### config.mk
export PLATFORM = sky130hd
export DESIGN_NAME = cpu02_core
export DESIGN_NICKNAME = d
export VERILOG_FILES = /design/src/rtl/cpu02_pkg.sv /design/src/rtl/cpu02_alu.sv /design/src/rtl/cpu02_core.sv
export SDC_FILE = /design/constraint.sdc
export NUM_CORES = 1
export LEC_CHECK = 0
export BUFFER_PORTS_ARGS = -buffer_cell sky130_fd_sc_hd__buf_2
export CAP_MARGIN = 20
export CORE_ASPECT_RATIO = 2
export CORE_MARGIN = 8
export CORE_UTILIZATION = 55
export CTS_CLUSTER_DIAMETER = 40
export DETAILED_ROUTE_END_ITERATION = 6
export PLACE_DENSITY_LB_ADDON = 0.1
export SLEW_MARGIN = 20
export SYNTH_ARGS = -nofsm -noshare
export SYNTH_HDL_FRONTEND = slang
export SYNTH_SLANG_ARGS = --single-unit
### constraint.sdc
create_clock -name cpu_clk -period 3 [get_ports cpu_clk]
set_input_delay 0.15 -clock cpu_clk [delete_from_list [all_inputs] [get_ports cpu_clk]]
set_output_delay 0.15 -clock cpu_clk [all_outputs]
set_load 0.1 [all_outputs]
### src/rtl/cpu02_pkg.sv
// Shared definitions for the cpu02 accumulator core: opcodes, FSM states,
// ALU operation selects and opcode-class helpers.
package cpu02_pkg;

    localparam logic [7:0] OP_NOP     = 8'h00;
    localparam logic [7:0] OP_CLC     = 8'h18;
    localparam logic [7:0] OP_SEC     = 8'h38;
    localparam logic [7:0] OP_INC     = 8'h1A;
    localparam logic [7:0] OP_LDA_IMM = 8'hA9;
    localparam logic [7:0] OP_AND_IMM = 8'h29;
    localparam logic [7:0] OP_ORA_IMM = 8'h09;
    localparam logic [7:0] OP_EOR_IMM = 8'h49;
    localparam logic [7:0] OP_ADC_IMM = 8'h69;
    localparam logic [7:0] OP_BEQ     = 8'hF0;
    localparam logic [7:0] OP_BNE     = 8'hD0;
    localparam logic [7:0] OP_JMP     = 8'h4C;
    localparam logic [7:0] OP_LDA_ABS = 8'hAD;
    localparam logic [7:0] OP_STA_ABS = 8'h8D;
    localparam logic [7:0] OP_STP     = 8'hDB;

    typedef enum logic [3:0] {
        FETCH, DECODE, OP1A, OP1D, OP2A, OP2D, MEMA, MEMD, MEMW, HALT
    } state_e;

    typedef enum logic [2:0] {
        ALU_PASS, ALU_ADC, ALU_AND, ALU_ORA, ALU_EOR, ALU_INC
    } alu_op_e;

    function automatic logic is_imm(input logic [7:0] op);
        return (op == OP_LDA_IMM) || (op == OP_AND_IMM) || (op == OP_ORA_IMM) ||
               (op == OP_EOR_IMM) || (op == OP_ADC_IMM);
    endfunction

    function automatic logic is_branch(input logic [7:0] op);
        return (op == OP_BEQ) || (op == OP_BNE);
    endfunction

    function automatic logic is_abs(input logic [7:0] op);
        return (op == OP_JMP) || (op == OP_LDA_ABS) || (op == OP_STA_ABS);
    endfunction

    // Anything not otherwise decoded (including unknown opcodes) is a 2-cycle implied op.
    function automatic logic is_implied(input logic [7:0] op);
        return !(is_imm(op) || is_branch(op) || is_abs(op) || (op == OP_STP));
    endfunction

    function automatic alu_op_e imm_alu_op(input logic [7:0] op);
        alu_op_e sel;
        case (op)
            OP_ADC_IMM: sel = ALU_ADC;
            OP_AND_IMM: sel = ALU_AND;
            OP_ORA_IMM: sel = ALU_ORA;
            OP_EOR_IMM: sel = ALU_EOR;
            default:    sel = ALU_PASS;
        endcase
        return sel;
    endfunction

endpackage

### src/rtl/cpu02_alu.sv
// Combinational 8-bit ALU for the cpu02 core; carry only changes on ADC,
// zero flag always reflects the result.
module cpu02_alu
    import cpu02_pkg::*;
(
    input  logic [7:0] a_i,
    input  logic [7:0] operand_i,
    input  logic       c_i,
    input  alu_op_e    op_i,
    output logic [7:0] result_o,
    output logic       c_o,
    output logic       z_o
);

    logic [8:0] sum;

    always_comb begin
        sum      = {1'b0, a_i} + {1'b0, operand_i} + {8'h00, c_i};
        result_o = operand_i;
        c_o      = c_i;
        case (op_i)
            ALU_ADC:  {c_o, result_o} = sum;
            ALU_AND:  result_o = a_i & operand_i;
            ALU_ORA:  result_o = a_i | operand_i;
            ALU_EOR:  result_o = a_i ^ operand_i;
            ALU_INC:  result_o = a_i + 8'd1;
            default:  result_o = operand_i;
        endcase
        z_o = (result_o == 8'h00);
    end

endmodule

### src/rtl/cpu02_core.sv
// Multi-cycle 8-bit accumulator CPU driving the CPU port of a synchronous-read
// video RAM: one memory access per cycle, read data arrives one cycle later.
module cpu02_core
    import cpu02_pkg::*;
#(
    parameter logic [15:0] RESET_PC = 16'h0000
) (
    input  logic        cpu_clk,
    input  logic        reset,
    output logic [15:0] addr,
    input  logic [7:0]  data_in,
    output logic [7:0]  data_out,
    output logic        wena,
    output logic        halted
);

    state_e      state_q, state_d;
    logic [7:0]  a_q, a_d;
    logic [15:0] pc_q, pc_d;
    logic [7:0]  ir_q, ir_d;
    logic [7:0]  t0_q, t0_d;
    logic [15:0] ea_q, ea_d;
    logic        c_q, c_d;
    logic        z_q, z_d;

    alu_op_e     alu_op;
    logic [7:0]  alu_result;
    logic        alu_c;
    logic        alu_z;
    logic        branch_taken;

    cpu02_alu u_alu (
        .a_i       (a_q),
        .operand_i (data_in),
        .c_i       (c_q),
        .op_i      (alu_op),
        .result_o  (alu_result),
        .c_o       (alu_c),
        .z_o       (alu_z)
    );

    always_ff @(posedge cpu_clk or negedge reset) begin
        if (!reset) begin
            state_q <= FETCH;
            a_q     <= 8'h00;
            pc_q    <= RESET_PC;
            ir_q    <= 8'h00;
            t0_q    <= 8'h00;
            ea_q    <= 16'h0000;
            c_q     <= 1'b0;
            z_q     <= 1'b0;
        end else begin
            state_q <= state_d;
            a_q     <= a_d;
            pc_q    <= pc_d;
            ir_q    <= ir_d;
            t0_q    <= t0_d;
            ea_q    <= ea_d;
            c_q     <= c_d;
            z_q     <= z_d;
        end
    end

    always_comb begin
        state_d      = state_q;
        a_d          = a_q;
        pc_d         = pc_q;
        ir_d         = ir_q;
        t0_d         = t0_q;
        ea_d         = ea_q;
        c_d          = c_q;
        z_d          = z_q;
        alu_op       = ALU_PASS;
        branch_taken = (ir_q == OP_BEQ) ? z_q : !z_q;

        case (state_q)
            FETCH: state_d = DECODE;

            // The opcode is only on data_in here; IR is not yet loaded.
            DECODE: begin
                ir_d = data_in;
                pc_d = pc_q + 16'd1;
                if (data_in == OP_STP) begin
                    state_d = HALT;
                end else if (is_implied(data_in)) begin
                    state_d = FETCH;
                    case (data_in)
                        OP_CLC: c_d = 1'b0;
                        OP_SEC: c_d = 1'b1;
                        OP_INC: begin
                            alu_op = ALU_INC;
                            a_d    = alu_result;
                            z_d    = alu_z;
                        end
                        default: ;
                    endcase
                end else begin
                    state_d = OP1A;
                end
            end

            OP1A: state_d = OP1D;

            OP1D: begin
                t0_d    = data_in;
                pc_d    = pc_q + 16'd1;
                state_d = FETCH;
                if (is_imm(ir_q)) begin
                    alu_op = imm_alu_op(ir_q);
                    a_d    = alu_result;
                    z_d    = alu_z;
                    c_d    = alu_c;
                end else if (is_branch(ir_q)) begin
                    if (branch_taken) begin
                        pc_d = pc_q + 16'd1 + {{8{data_in[7]}}, data_in};
                    end
                end else begin
                    state_d = OP2A;
                end
            end

            OP2A: state_d = OP2D;

            OP2D: begin
                ea_d = {data_in, t0_q};
                pc_d = pc_q + 16'd1;
                case (ir_q)
                    OP_JMP: begin
                        pc_d    = {data_in, t0_q};
                        state_d = FETCH;
                    end
                    OP_LDA_ABS: state_d = MEMA;
                    default:    state_d = MEMW;
                endcase
            end

            MEMA: state_d = MEMD;

            MEMD: begin
                alu_op  = ALU_PASS;
                a_d     = alu_result;
                z_d     = alu_z;
                state_d = FETCH;
            end

            MEMW: state_d = FETCH;

            HALT: state_d = HALT;

            default: state_d = FETCH;
        endcase
    end

    // Outputs decode straight from the state register so reset clears wena at once.
    assign addr     = ((state_q == MEMA) || (state_q == MEMW)) ? ea_q : pc_q;
    assign wena     = (state_q == MEMW);
    assign halted   = (state_q == HALT);
    assign data_out = a_q;

endmodule

# [Yosys cells after proc, flatten, opt, wreduce, memory -nomap -nowiden]
# Index checks and enable logic that the tools add are counted.
[totals] ff_bits=62 out_inout_bits=26 elab_cells=119
[classes] addsub=5 eq_ne=43 mux=36 bitwise=3 n_reduce_logical=24
[op_table] operator="== test 8 bit (second input constant)" n=10
[op_table] operator="two-way mux 16 bit" n=5
[op_table] operator="== test 8 x 7 -> 1 bit (second input constant)" n=6
[op_table] operator="one-hot mux 16 bit (3 select lines)" n=1
[op_table] operator="one-hot mux 8 bit (5 select lines)" n=1
[op_table] operator="two-way mux 8 bit" n=4
[op_table] operator="one-hot mux 4 bit (8 select lines)" n=1
[op_table] operator="== test 8 x 6 -> 1 bit (second input constant)" n=3
[op_table] operator="one-hot mux 8 bit (3 select lines)" n=1
[op_table] operator="two-way mux 3 bit" n=6
[op_table] operator="adder 16 x 1 -> 16 bit (second input constant)" n=1
[op_table] operator="adder 16 bit" n=1
[op_table] operator="== test 4 x 3 -> 1 bit (second input constant)" n=4
[op_table] operator="== test 8 x 4 -> 1 bit (second input constant)" n=2
[op_table] operator="== test 8 x 5 -> 1 bit (second input constant)" n=2
[op_table] operator="logical OR 1 bit" n=16
[op_table] operator="one-hot mux 3 bit (4 select lines)" n=1
[op_table] operator="adder 8 x 8 -> 9 bit" n=1
[op_table] operator="adder 9 x 1 -> 9 bit" n=1
[op_table] operator="two-way mux 1 bit" n=9
[op_table] operator="adder 8 x 1 -> 8 bit (second input constant)" n=1
[op_table] operator="bitwise AND 8 bit" n=1
[op_table] operator="== test 4 x 2 -> 1 bit (second input constant)" n=2
[op_table] operator="== test 4 bit (second input constant)" n=2
[op_table] operator="22 further kinds" n=29

# [Depth between registers and ports, before layout]
[logic_depth] word_depth=18 mapped_depth=15 depth_no_buf=15

# [Cells and area by module]
# From an unflattened synthesis, not the netlist that was laid out.
[hier_totals] hier_cells=663 area_unflattened_um2=5539.1
[modules_own_cells] mod="cpu02_core" instances=1 cells_per_inst=492 area_each_um2=4359.2 seq_area_each_um2=1551.5
[modules_own_cells] mod="cpu02_alu" instances=1 cells_per_inst=171 area_each_um2=1179.9 seq_area_each_um2=0.0

# [Worst setup path after synthesis]
# Ideal clock, no wire load.
[synth_path] path_type="register to output" startpoint="register state_q[1]" endpoint="output port addr[0]" arrival_time_ns=3.138 slack_ns=-0.288 stages_incl_launch_ff=6 cell_sequence="dfrtp_1 -> nor2_1 -> nand2_1 -> a21oi_1 -> clkbuf_1 -> o21ai_0"
[synth_between] elab_chain_len=3
[synth_rtl] element="start: declaration" line_no="cpu02_core.sv:17" text="state_e state_q, state_d;"
[synth_rtl] element="start signal: assignment" line_no="cpu02_core.sv:53" text="state_q <= state_d;"
[synth_rtl] element="== test 4 x 3 -> 1 bit / == test 4 bit (equally long branches)" line_no="cpu02_core.sv:155" text="assign addr = ((state_q == MEMA) || (state_q == MEMW)) ? ea_q : pc_q;"
[synth_rtl] element="logical OR 1 bit (*)" line_no="cpu02_core.sv:155"
[synth_rtl] element="two-way mux 16 bit (*)" line_no="cpu02_core.sv:155"
[synth_rtl] element="end: declaration" line_no="cpu02_core.sv:10" text="output logic [15:0] addr,"
# Mark *: on every way between the ends. The rest lies on a longest branch, timed or not.

# [Worst setup path in the final report]
[layout_path] startpoint="register pc_q[0]" endpoint="register pc_q[9]"
[layout_between] elab_chain_len=6
[layout_rtl] element="start: declaration" line_no="cpu02_core.sv:19" text="logic [15:0] pc_q, pc_d;"
[layout_rtl] element="start signal: assignment" line_no="cpu02_core.sv:55" text="pc_q <= pc_d;"
[layout_rtl] element="adder 16 x 1 -> 16 bit (*)"
[layout_rtl] element="adder 16 bit" line_no="cpu02_core.sv:115" text="pc_d = pc_q + 16'd1 + {{8{data_in[7]}}, data_in};"
[layout_rtl] element="two-way mux 16 bit" line_no="cpu02_core.sv:114" text="if (branch_taken) begin"
[layout_rtl] element="two-way mux 16 bit" line_no="cpu02_core.sv:113" text="end else if (is_branch(ir_q)) begin"
[layout_rtl] element="two-way mux 16 bit" line_no="cpu02_core.sv:108" text="if (is_imm(ir_q)) begin"
[layout_rtl] element="one-hot mux 16 bit (3 select lines) (*)" line_no="cpu02_core.sv:76" text="case (state_q)"
# Marked as above.
# A chain may end at the register's enable or synchronous reset.

==> metrics <==
status=finished, violations left; failing checks=negative hold slack, negative setup slack; sum of buffers and inverters on the critical path=1; Synth Net Count=614; die height=148.0 um; RSZ-0062 raised after global routing=true; M1 WL=5213 um; number of max-cap violations=0; clock sinks=62; Initial DRT Pass Iterations=5; EDFF count, synth=0; area occupied by registers=about 1600 um^2; Synth-to-Final Area Change=22.16%; Main synth FF type=dfrtp_1; register share of total power=21.4%; DRC Markers=0; flops & latches, synth=62; fin crit period=3.001 ns; DR vias/cell=6.303; Rows=48; clk_lat worst skew=about 0.33 ns; total number of vias=4721; startpoint types=flop; Root Driver=clkbuf_16; Synth Warn #=0; Final Max Tran Viols=0; post-synthesis cell count=568; critical-path cell list=ha_1 > nand3_2 > nor2_4 > buf_4 > xor2_1 > ha_1 > nor3_1 > o2111ai_2 > a31o_2 > a21oi_1 > xor2_1 > nor2_1 > a221oi_1 > a21oi_1; area occupied by multi-input gates=~3200 um^2; setup violators final=1; GPL Wtd Cong=1.009; drt total wl=between 15000 and 20000 um; Seq/Total Area, Yosys=32.40%; kind of critical path=flop to flop; Die Width=81.98 um; GRT overflow=0; Worst setup EP type=flop; final hold slack=-0.002690 ns; placed cells=between 700 and 800; WL met3=740 um; leak pwr=2.612 nW; Final Hold Viols=1; Worst-path clk slew=0.06 ns; Power, Total=0.007402 W; combinational group share of total power=64.3%; Max Root-Sink Buffers=2; PortBufs=35; clock share of power=14.3%; Ports=36; per-cell routed wire length=21.25 um; Worst VDD drop=778.3 uV; Die ar.=12130 um^2; Yosys cell types=57; pin count of the biggest net entering global routing=63; NetSw=0.003928 W; Critical Path AT=3.21 ns; CTS tree=built; Non-Filler Instances=about 750; first-pass GRT wire length=roughly 25000 um; slowest stage cell, crit path=dfrtp_1; mapped cell area=4788 um^2; worst setup margin=-0.0008216 ns; DR top layer=met4; Initial Utilization=between 50% and 60%; antenna viol nets, final=0; met2 wire length=approximately 8600 um; pre-CTS WS=-0.1524 ns; core area=8528 um^2; initial antenna violation count=0; worst min path class=primary input to async pin; Detailed Place HPWL=11780 um; # fillers=718; Required @ worst endpoint=3.21 ns; switch share=53.07%; Worst Path Max Fanout=6; total CTS buffers=9; cell family with most CP delay=compound AO/OA/AOI/OAI gates; actual slew at the worst max-slew pin=0.9101 ns; H-Tree Depth=3; Initial DRC Count=around 340; Final #Nets=690; CTS Hold Bufs=0; Async SR Flop Fraction=100.0%; final core occ=68.59%; Mean Syn Cell Area=8.430 um^2; PwrDens=1265 nW/um^2; share of layout cells above drive strength 1=about a quarter; Setup Skew=0.005629 ns; Slew headroom=39.10%; delay of the slowest critical-path stage=0.39 ns; diode count=0; Final Cycle Share=100.0%; Pint=0.003473 W; fmax=0.3332 GHz; number of global-route vias before repair=4924; gr usage total=26.86%
cells by family after synthesis:
family / Yosys count / synth area share [%]
xor gates and xnor gates: 40 / 7.316
adders and majority gates: 36 / 9.877
DFF: 62 / 32.40
AOI/OAI and AO/OA: 145 / 18.94
muxes: 36 / 8.414
and+or+nand+nor: 194 / 18.68
buffers and inverters: 55 / 4.364
final timing paths:
check	from	end	slack [ns]	depth (start not counted)
setup reg to reg	pc_q[0]	pc_q[9]	-0.0008	14
min in group cpu_clk	data_in[3]	ea_q[11]	0.28	3
hold / removal	reset	c_q	-0.003	2
max in group asynchronous	reset	data_out[0]	2.43	2
setup / recovery	pc_q[0]	pc_q[9]	-0.0008	14
hold reg to reg	ea_q[12]	ea_q[12]	0.50	1
worst register-to-register path: stages (launching register included):
cell and delay [ns]:
dfrtp_1 0.39, ha_1 0.24, nand3_2 0.13, nor2_4 0.06, buf_4 0.13, xor2_1 0.15
ha_1 0.26, nor3_1 0.29, o2111ai_2 0.21, a31o_2 0.28, a21oi_1 0.16, xor2_1 0.17
nor2_1 0.06, a221oi_1 0.23, a21oi_1 0.10
power by group through the flow:
stage	clock, W	sequential [W]	combinational, W
global placement	0	0.00156	0.00440
floorplan	0	0.00186	0.00308
detailed placement	0	0.00159	0.00449
finish	0.00106	0.00159	0.00476
CTS	0.00106	0.00158	0.00456
global route	0.00110	0.00164	0.00509
cell type report:
type	instances	share of cell area, %
tap	100	2.139
sequential	62	26.55
inverter	31	1.989
multi-input combinational	451	54.29
timing repair buffer	89	9.925
clock buffer	9	3.850
clock inverter	7	1.262
synthesized netlist by cell type (all sizes together), types with 2 or more instances:
cell     number  area share (%)
nor2         55             4.3
or4b          3            0.63
o21a          2            0.31
a221o         2            0.42
nand2b        4            0.52
o32ai         2            0.52
nor4          8             1.0
nor3         10             1.0
and3          2            0.26
mux2         34             8.0
nand4         6            0.78
a211oi        2            0.42
buf           4            0.37
nand2        71             5.6
a22oi        13             2.0
inv          31             2.4
a21o          4            0.63
o41ai         2            0.37
xnor2        29             5.3
o31ai         3            0.47
fa            3             1.3
a21oi        34             3.6
a21boi        3            0.47
o2111ai       2            0.37
nand3        17             1.8
o21ai        50             5.2
a41oi         3            0.55
clkbuf       20             1.6
a221oi        4            0.86
mux2i         2            0.42
a31oi        12             1.6
nor2b         5            0.65
or2           2            0.26
ha           33             8.6
dfrtp        62              32
or4           3            0.47
xor2         11             2.0
registers in the layout, summed over array words and instances, names as in the netlist:
name and flops:
c_q 1, ea_q 16, z_q 1, data_out 8, ir_q 8, t0_q 8, pc_q 16, state_q 4
layer usage:
metal	track usage, %	vias up
met5	0	-
met3	4.745	97
met1	24.85	2243
met2	47.40	194
met4	23.10	0
li1	-	2187
per-stage QoR:
stage	cell area [um^2]	TNS (ns)	hold slack, ns
global route	5849	-0.2523	0.06996
detailed placement	5401	-0.2392	0.3780
finish	5849	-0.0008216	-0.002690
floorplan	4790	-0.5769	-0.1456
global placement	5401	-0.1378	0.3786
CTS	5729	0	0.02706
what timing repair did:
item | in CTS | in global routing
resized for setup | 6 | 26
buffers inserted | 0 | 2
pin swaps | 0 | 9
setup endpoints to repair | 3 | 7
cells in the final DEF (no fill, tap or decap), types with 6 or more instances in the layout:
cell       Yosys  final
nor4_1         8      7
xor2_1        11     10
clkbuf_16      0      9
nor3_1        10      8
o21ai_0       47     45
buf_2          2     35
ha_1          33     32
inv_1         31     30
a31oi_1       12     12
mux2_2        34     34
dfrtp_1       62     61
nor2_1        55     50
a22oi_1       13     13
xnor2_1       29     27
nand4_1        6      6
buf_4          0     54
nand2_1       71     69
a21oi_1       34     31
nand3_1       17     15
No activity file was read; power rests on OpenSTA's default activity.
